### config.mk
export PLATFORM = sky130hd
export DESIGN_NAME = fetch_decode_buffer
export DESIGN_NICKNAME = d
export VERILOG_FILES = /design/src/rtl/fetch_decode_buffer.sv
export SDC_FILE = /design/constraint.sdc
export NUM_CORES = 1
export LEC_CHECK = 0
export ABC_AREA = 1
export BUFFER_PORTS_ARGS = -buffer_cell sky130_fd_sc_hd__buf_2
export CAP_MARGIN = 20
export CORE_ASPECT_RATIO = 1.75
export CORE_UTILIZATION = 50
export CTS_CLUSTER_DIAMETER = 50
export CTS_CLUSTER_SIZE = 10
export DETAILED_ROUTE_END_ITERATION = 8
export PLACE_DENSITY = 0.85
export SYNTH_ARGS = -nofsm -noshare
export SYNTH_HDL_FRONTEND = slang
export SYNTH_SLANG_ARGS = --single-unit
export TNS_END_PERCENT = 100
### constraint.sdc
create_clock -name clk -period 7.55 [get_ports clk]
set_input_delay 0.755 -clock clk [delete_from_list [all_inputs] [get_ports clk]]
set_output_delay 0.755 -clock clk [all_outputs]
set_load 0.02 [all_outputs]
### src/rtl/fetch_decode_buffer.sv
// IF/ID boundary buffer: small FIFO of {instruction, pc_8} between fetch and decode.
// A taken-branch flush drops all queued entries; in_ready back-pressures the fetch PC.
module fetch_decode_buffer #(
    parameter int               WIDTH     = 18,
    parameter int               DEPTH     = 2,
    parameter logic [WIDTH-1:0] NOP_INSTR = '0
) (
    input  logic                         clk,
    input  logic                         reset,
    input  logic                         in_valid,
    input  logic [WIDTH-1:0]             instruction_in,
    input  logic [WIDTH-1:0]             pc_8_in,
    output logic                         in_ready,
    input  logic                         flush,
    output logic                         out_valid,
    output logic [WIDTH-1:0]             instruction_out,
    output logic [WIDTH-1:0]             pc_8_out,
    input  logic                         out_ready,
    output logic [$clog2(DEPTH+1)-1:0]   count,
    output logic                         overrun
);

    localparam int CW = $clog2(DEPTH+1);
    localparam int PW = (DEPTH > 1) ? $clog2(DEPTH) : 1;

    typedef struct packed {
        logic [WIDTH-1:0] instr;
        logic [WIDTH-1:0] pc8;
    } entry_t;

    entry_t          mem [DEPTH];
    logic [PW-1:0]   rd_ptr, wr_ptr;
    logic            push, pop;
    entry_t          head;

    function automatic logic [PW-1:0] ptr_inc(input logic [PW-1:0] p);
        return (p == PW'(DEPTH-1)) ? '0 : p + PW'(1);
    endfunction

    // in_ready is a pure function of state so fetch never sees a path from decode's out_ready
    assign in_ready  = (count < CW'(DEPTH));
    assign out_valid = (count != '0);
    assign push      = in_valid & in_ready & ~flush;
    assign pop       = out_valid & out_ready & ~flush;

    assign head            = mem[rd_ptr];
    assign instruction_out = out_valid ? head.instr : NOP_INSTR;
    assign pc_8_out        = out_valid ? head.pc8   : '0;

    always_ff @(posedge clk or negedge reset) begin
        if (!reset) begin
            count  <= '0;
            rd_ptr <= '0;
            wr_ptr <= '0;
        end else if (flush) begin
            count  <= '0;
            rd_ptr <= '0;
            wr_ptr <= '0;
        end else begin
            if (push) wr_ptr <= ptr_inc(wr_ptr);
            if (pop)  rd_ptr <= ptr_inc(rd_ptr);
            if (push && !pop)      count <= count + CW'(1);
            else if (pop && !push) count <= count - CW'(1);
        end
    end

    // Storage has no reset; outputs are masked by out_valid so stale contents never leak.
    always_ff @(posedge clk) begin
        if (push) mem[wr_ptr] <= '{instr: instruction_in, pc8: pc_8_in};
    end

    always_ff @(posedge clk or negedge reset) begin
        if (!reset)                           overrun <= 1'b0;
        else if (in_valid & ~in_ready & ~flush) overrun <= 1'b1;
    end

endmodule

== Word-level counts from Yosys, hierarchy flattened ==
Memory sizes are Yosys's and may differ from the RTL's.
Index checks and enable logic that the tools add are counted.

* Register bits: 5
* RAM bits: 72
* Memories: 1

{| class="wikitable"
|+ Memory list
! memory !! words !! width !! read ports !! clocked after Yosys merged registers in !! wr ports !! line !! RTL
|-
| mem || 2 || 36 || 1 || 0 || 1 || 31 || <nowiki>entry_t mem [DEPTH];</nowiki>
|}

* Add/sub/neg operators: 4
* Magnitude comparators: 1
* Mux-type cells: 13
* Bitwise logic cells: 8
* Reduce and logical (&&, ||, !) cells: 8

{| class="wikitable"
|+ Operators with widths
! cell !! number
|-
| $mux 18 || 2
|-
| $mux 1 || 8
|-
| $and 1x1->1 || 6
|-
| $mux 2 || 3
|-
| $reduce_bool 2->1 || 3
|-
| $reduce_bool 3->1 || 1
|-
| $add 1x1->1 const B || 2
|-
| $add 2x1->2 const B || 1
|-
| $logic_and 1x1->1 || 2
|-
| $logic_not 1->1 || 2
|-
| $lt 2x2->1 const B || 1
|-
| $not 1->1 || 2
|-
| $sub 2x1->2 const B || 1
|}

== Depth between registers and ports, before layout ==
* Depth after elaboration: 8
* Mapped depth: 9

== Worst setup path before layout ==
Ideal clock, no wire load.

* Path kind: in2reg
* Start point: in in_valid
* End point: mem mem[0][0] in the netlist's numbering (enable)
* Library setup time: 0.429 ns
* Arrival: 2.525 ns
* Path slack: 4.596 ns
* Cell stages on the path: 4
* Buffers on the path: 0
* Cells stage by stage: nand2_2 > nor2_2 > inv_1 > nor2_1

* Word-level cells in the longest chain between the ends: 4

{| class="wikitable"
|+ Ends and longest elaborated chain
! element !! line !! RTL
|-
| from (decl) || 10 || <nowiki>input logic in_valid,</nowiki>
|-
| $and 1x1->1 (2 in series) || 43 || <nowiki>assign push = in_valid & in_ready & ~flush;</nowiki>
|-
| $mux 1 || 69 || <nowiki>if (push) mem[wr_ptr] <= '{instr: instruction_in, pc8: pc_8_in};</nowiki>
|-
| $mux 1 (implied by the code) || 69 ||
|-
| to (decl) || 31 ||
|}

No other way between the ends.

== Worst setup path after layout ==
* Start point: reg rd_ptr
* End point: out instruction_out[17]

* Word-level cells in the longest chain between the ends: 2

{| class="wikitable"
|+ Ends and longest elaborated chain
! element !! line !! RTL
|-
| from (decl) || 32 || <nowiki>logic [PW-1:0] rd_ptr, wr_ptr;</nowiki>
|-
| from (signal assigned) || 61 || <nowiki>if (pop) rd_ptr <= ptr_inc(rd_ptr);</nowiki>
|-
| $mem_v2 2x36 || -- ||
|-
| $mux 18 || 47 || <nowiki>assign instruction_out = out_valid ? head.instr : NOP_INSTR;</nowiki>
|-
| to (decl) || 16 || <nowiki>output logic [WIDTH-1:0] instruction_out,</nowiki>
|}

No other way between the ends.

==> impl_metrics.json <==
{
  "status": "finished clean",
  "syn_area_sq_um": 2960,
  "min_period_over_period": 0.323,
  "hp-class": "input port to async pin",
  "via_per_inst": 4.88,
  "clockRootBuffer": "clkbuf_8",
  "num_antenna_cells": 0,
  "dr.pass1.iters": 4,
  "cts_tree": "yes",
  "maxCapViolations": 0,
  "critPathLaunchType": "register",
  "async_reset_ff_frac": 0.0649,
  "maxSlewViolCount": 0,
  "p_clk_frac": 0.266,
  "synth.distinct_cells": 18,
  "syn_to_final_growth_pct": 21.6,
  "htree_levels": 3,
  "synthCells": 227,
  "synth_edf_count": 72,
  "cp.arrival_ns": 1.69,
  "nNetsFinal": 351,
  "routabilityCongestion": 0.935,
  "vdd_drop_max_v": 0.000260,
  "path_class": "register to primary output",
  "combinationalPowerShare": 0.251,
  "synthesis.nets": 268,
  "p_per_area_nw_per_um2": 295,
  "power.switching_mw": 0.336,
  "layoutNonFillerInstCount": 391,
  "drt_iter0_drc": 98,
  "cts.path.max_buffers": 2,
  "maxSlewHeadroom": 0.320,
  "p_leak_nw": 1.48,
  "finClkSkew_ns": 0.0111,
  "fmax_ghz": 0.410,
  "synth.avg_cell_area_sq_um": 13.0,
  "wl_per_cell_um": 13.6,
  "finalWirelength_mm": 5.33,
  "layout-drive-gt1-share": 0.346,
  "cts_resized": 0,
  "place_inst": 375,
  "hpwl_mm": 3.46,
  "synth.yosys.seq_area_share": 0.773,
  "clk_latency_ns": 0.34,
  "io_buffers": 81,
  "grt_pass1_vias": 1781,
  "antenna_found_initial": 0,
  "drc": 0,
  "vias": 1909,
  "rows": 36,
  "die_w_um": 60.2,
  "postRouteAntennaNets": 0,
  "crit_fanout": 38,
  "clock-sinks": 77,
  "finalCriticalPeriod_ns": 2.44,
  "p_int_mw": 0.728,
  "yosysTopAreaCellShare": 0.730,
  "yosysWarningCount": 0,
  "grt.overflow.total": 0,
  "synthFlopType": "edfxtp_1",
  "postCtsHoldBufs": 0,
  "track_usage": 0.193,
  "tns_ns": 0,
  "final_cell_mix": "nand2_1 (81), buf_2 (81), edfxtp_1 (72), a21oi_1 (37), clkbuf_8 (9)",
  "yosys.area.top_type": "edfxtp_1",
  "end_kind": "primary output",
  "hold_violations": 0,
  "final_util": 0.640,
  "seqPwrFrac": 0.483,
  "grt_pass1_wl_mm": 8.56,
  "cts_buffers": 9,
  "synthTopCellsByArea": "edfxtp_1 (73%), nand2_1 (10%), a21oi_1 (6.3%), dfrtp_1 (4.2%), buf_2 (1.0%)",
  "worst_pin_slew_ns": 1.02,
  "num_io_pins": 82,
  "coreArea_sq_um": 5630,
  "die_area_sq_um": 6240,
  "switching_share": 0.316,
  "grt_max_degree": 39,
  "clk_pin_slew_ns": 0.08,
  "crit_required_ns": 6.80,
  "critPathLaunch": "rd_ptr",
  "post_cts_buffers": 0,
  "die_h_um": 104,
  "ys_seq_elements": 77,
  "worst_r2r_startpoint": "count[1]",
  "start_util": 0.526,
  "rsz0062_at_grt": "no",
  "finalSetupViolations": 0
}
## logic make-up after synthesis
family                 Yosys count  synth area share
AND/OR/NAND/NOR                 93             0.125
flip-flops                      77             0.773
AO/OA/AOI/OAI                   41            0.0719
buffers and inverters           16            0.0304
## power groups by stage
stage | Clock, mW | Combinational, mW | Sequential, mW
CTS | 0.290 | 0.271 | 0.514
global route | 0.313 | 0.293 | 0.516
detailed placement | 0 | 0.270 | 0.523
finish | 0.283 | 0.267 | 0.514
floorplan | 0 | 0.177 | 0.527
global placement | 0 | 0.265 | 0.522
## state kept, by name (all words and copies together) (netlist names)
register  cells
count         2
mem          72
overrun       1
rd_ptr        1
wr_ptr        1
## path summary, 6_finish.rpt
kind	endpoint	cells after the start	slack (ns)
setup / recovery	instruction_out[17]	4	5.11
hold / removal	wr_ptr	1	0.22
setup reg to reg	mem[0][9]	5	5.45
hold reg to reg	overrun	1	0.50
max in group asynchronous	rd_ptr	1	7.20
min in group clk	overrun	1	0.50
## critical path, stage by stage (launching register included)
cell     delay, ns
dfrtp_1       0.39
inv_2         0.46
nand2_1       0.10
a21oi_1       0.20
buf_2         0.20
## Yosys cell counts (2+ instances only)
| library cell | n |
|---|---|
| a21oi_1 | 37 |
| o21ai_0 | 2 |
| inv_2 | 2 |
| nand3_1 | 3 |
| buf_2 | 6 |
| nand2_2 | 4 |
| nor2_2 | 2 |
| buf_4 | 2 |
| dfrtp_1 | 5 |
| inv_1 | 3 |
| nor2_1 | 2 |
| edfxtp_1 | 72 |
| buf_6 | 2 |
| nand2_1 | 81 |
## cell type report
type                    count  area [sq um]
clock buffers              10           128
clock inverters             6          53.8
fillers                   446          2030
inverters                   5          18.8
multi-input cells         134           598
flip-flops and latches     77          2290
well taps                  76          95.1
repair buffers             83           420
## stage by stage
| stage | setup slack (ns) | total power [mW] | hold slack, ns | area (sq um) |
|---|---|---|---|---|
| after floorplan | 4.60 | 0.704 | 0.459 | 2960 |
| after global placement | 5.24 | 0.787 | 0.495 | 3420 |
| after detailed placement | 5.15 | 0.793 | 0.484 | 3420 |
| after CTS | 5.06 | 1.07 | 0.203 | 3600 |
| after global routing | 4.91 | 1.12 | 0.191 | 3600 |
| final | 5.11 | 1.06 | 0.220 | 3600 |
## metal layers
layer / vias to the layer above / wire length, um / global-route usage / part of all wire
li1: 959 / - / - / -
met4: 0 / 77 / 0.0947 / 0.014
met5: - / 0 / 0 / 0
met2: 57 / 2820 / 0.300 / 0.53
met1: 888 / 2170 / 0.233 / 0.41
met3: 5 / 271 / 0.0662 / 0.051
Power figures use the tool's default switching activity.
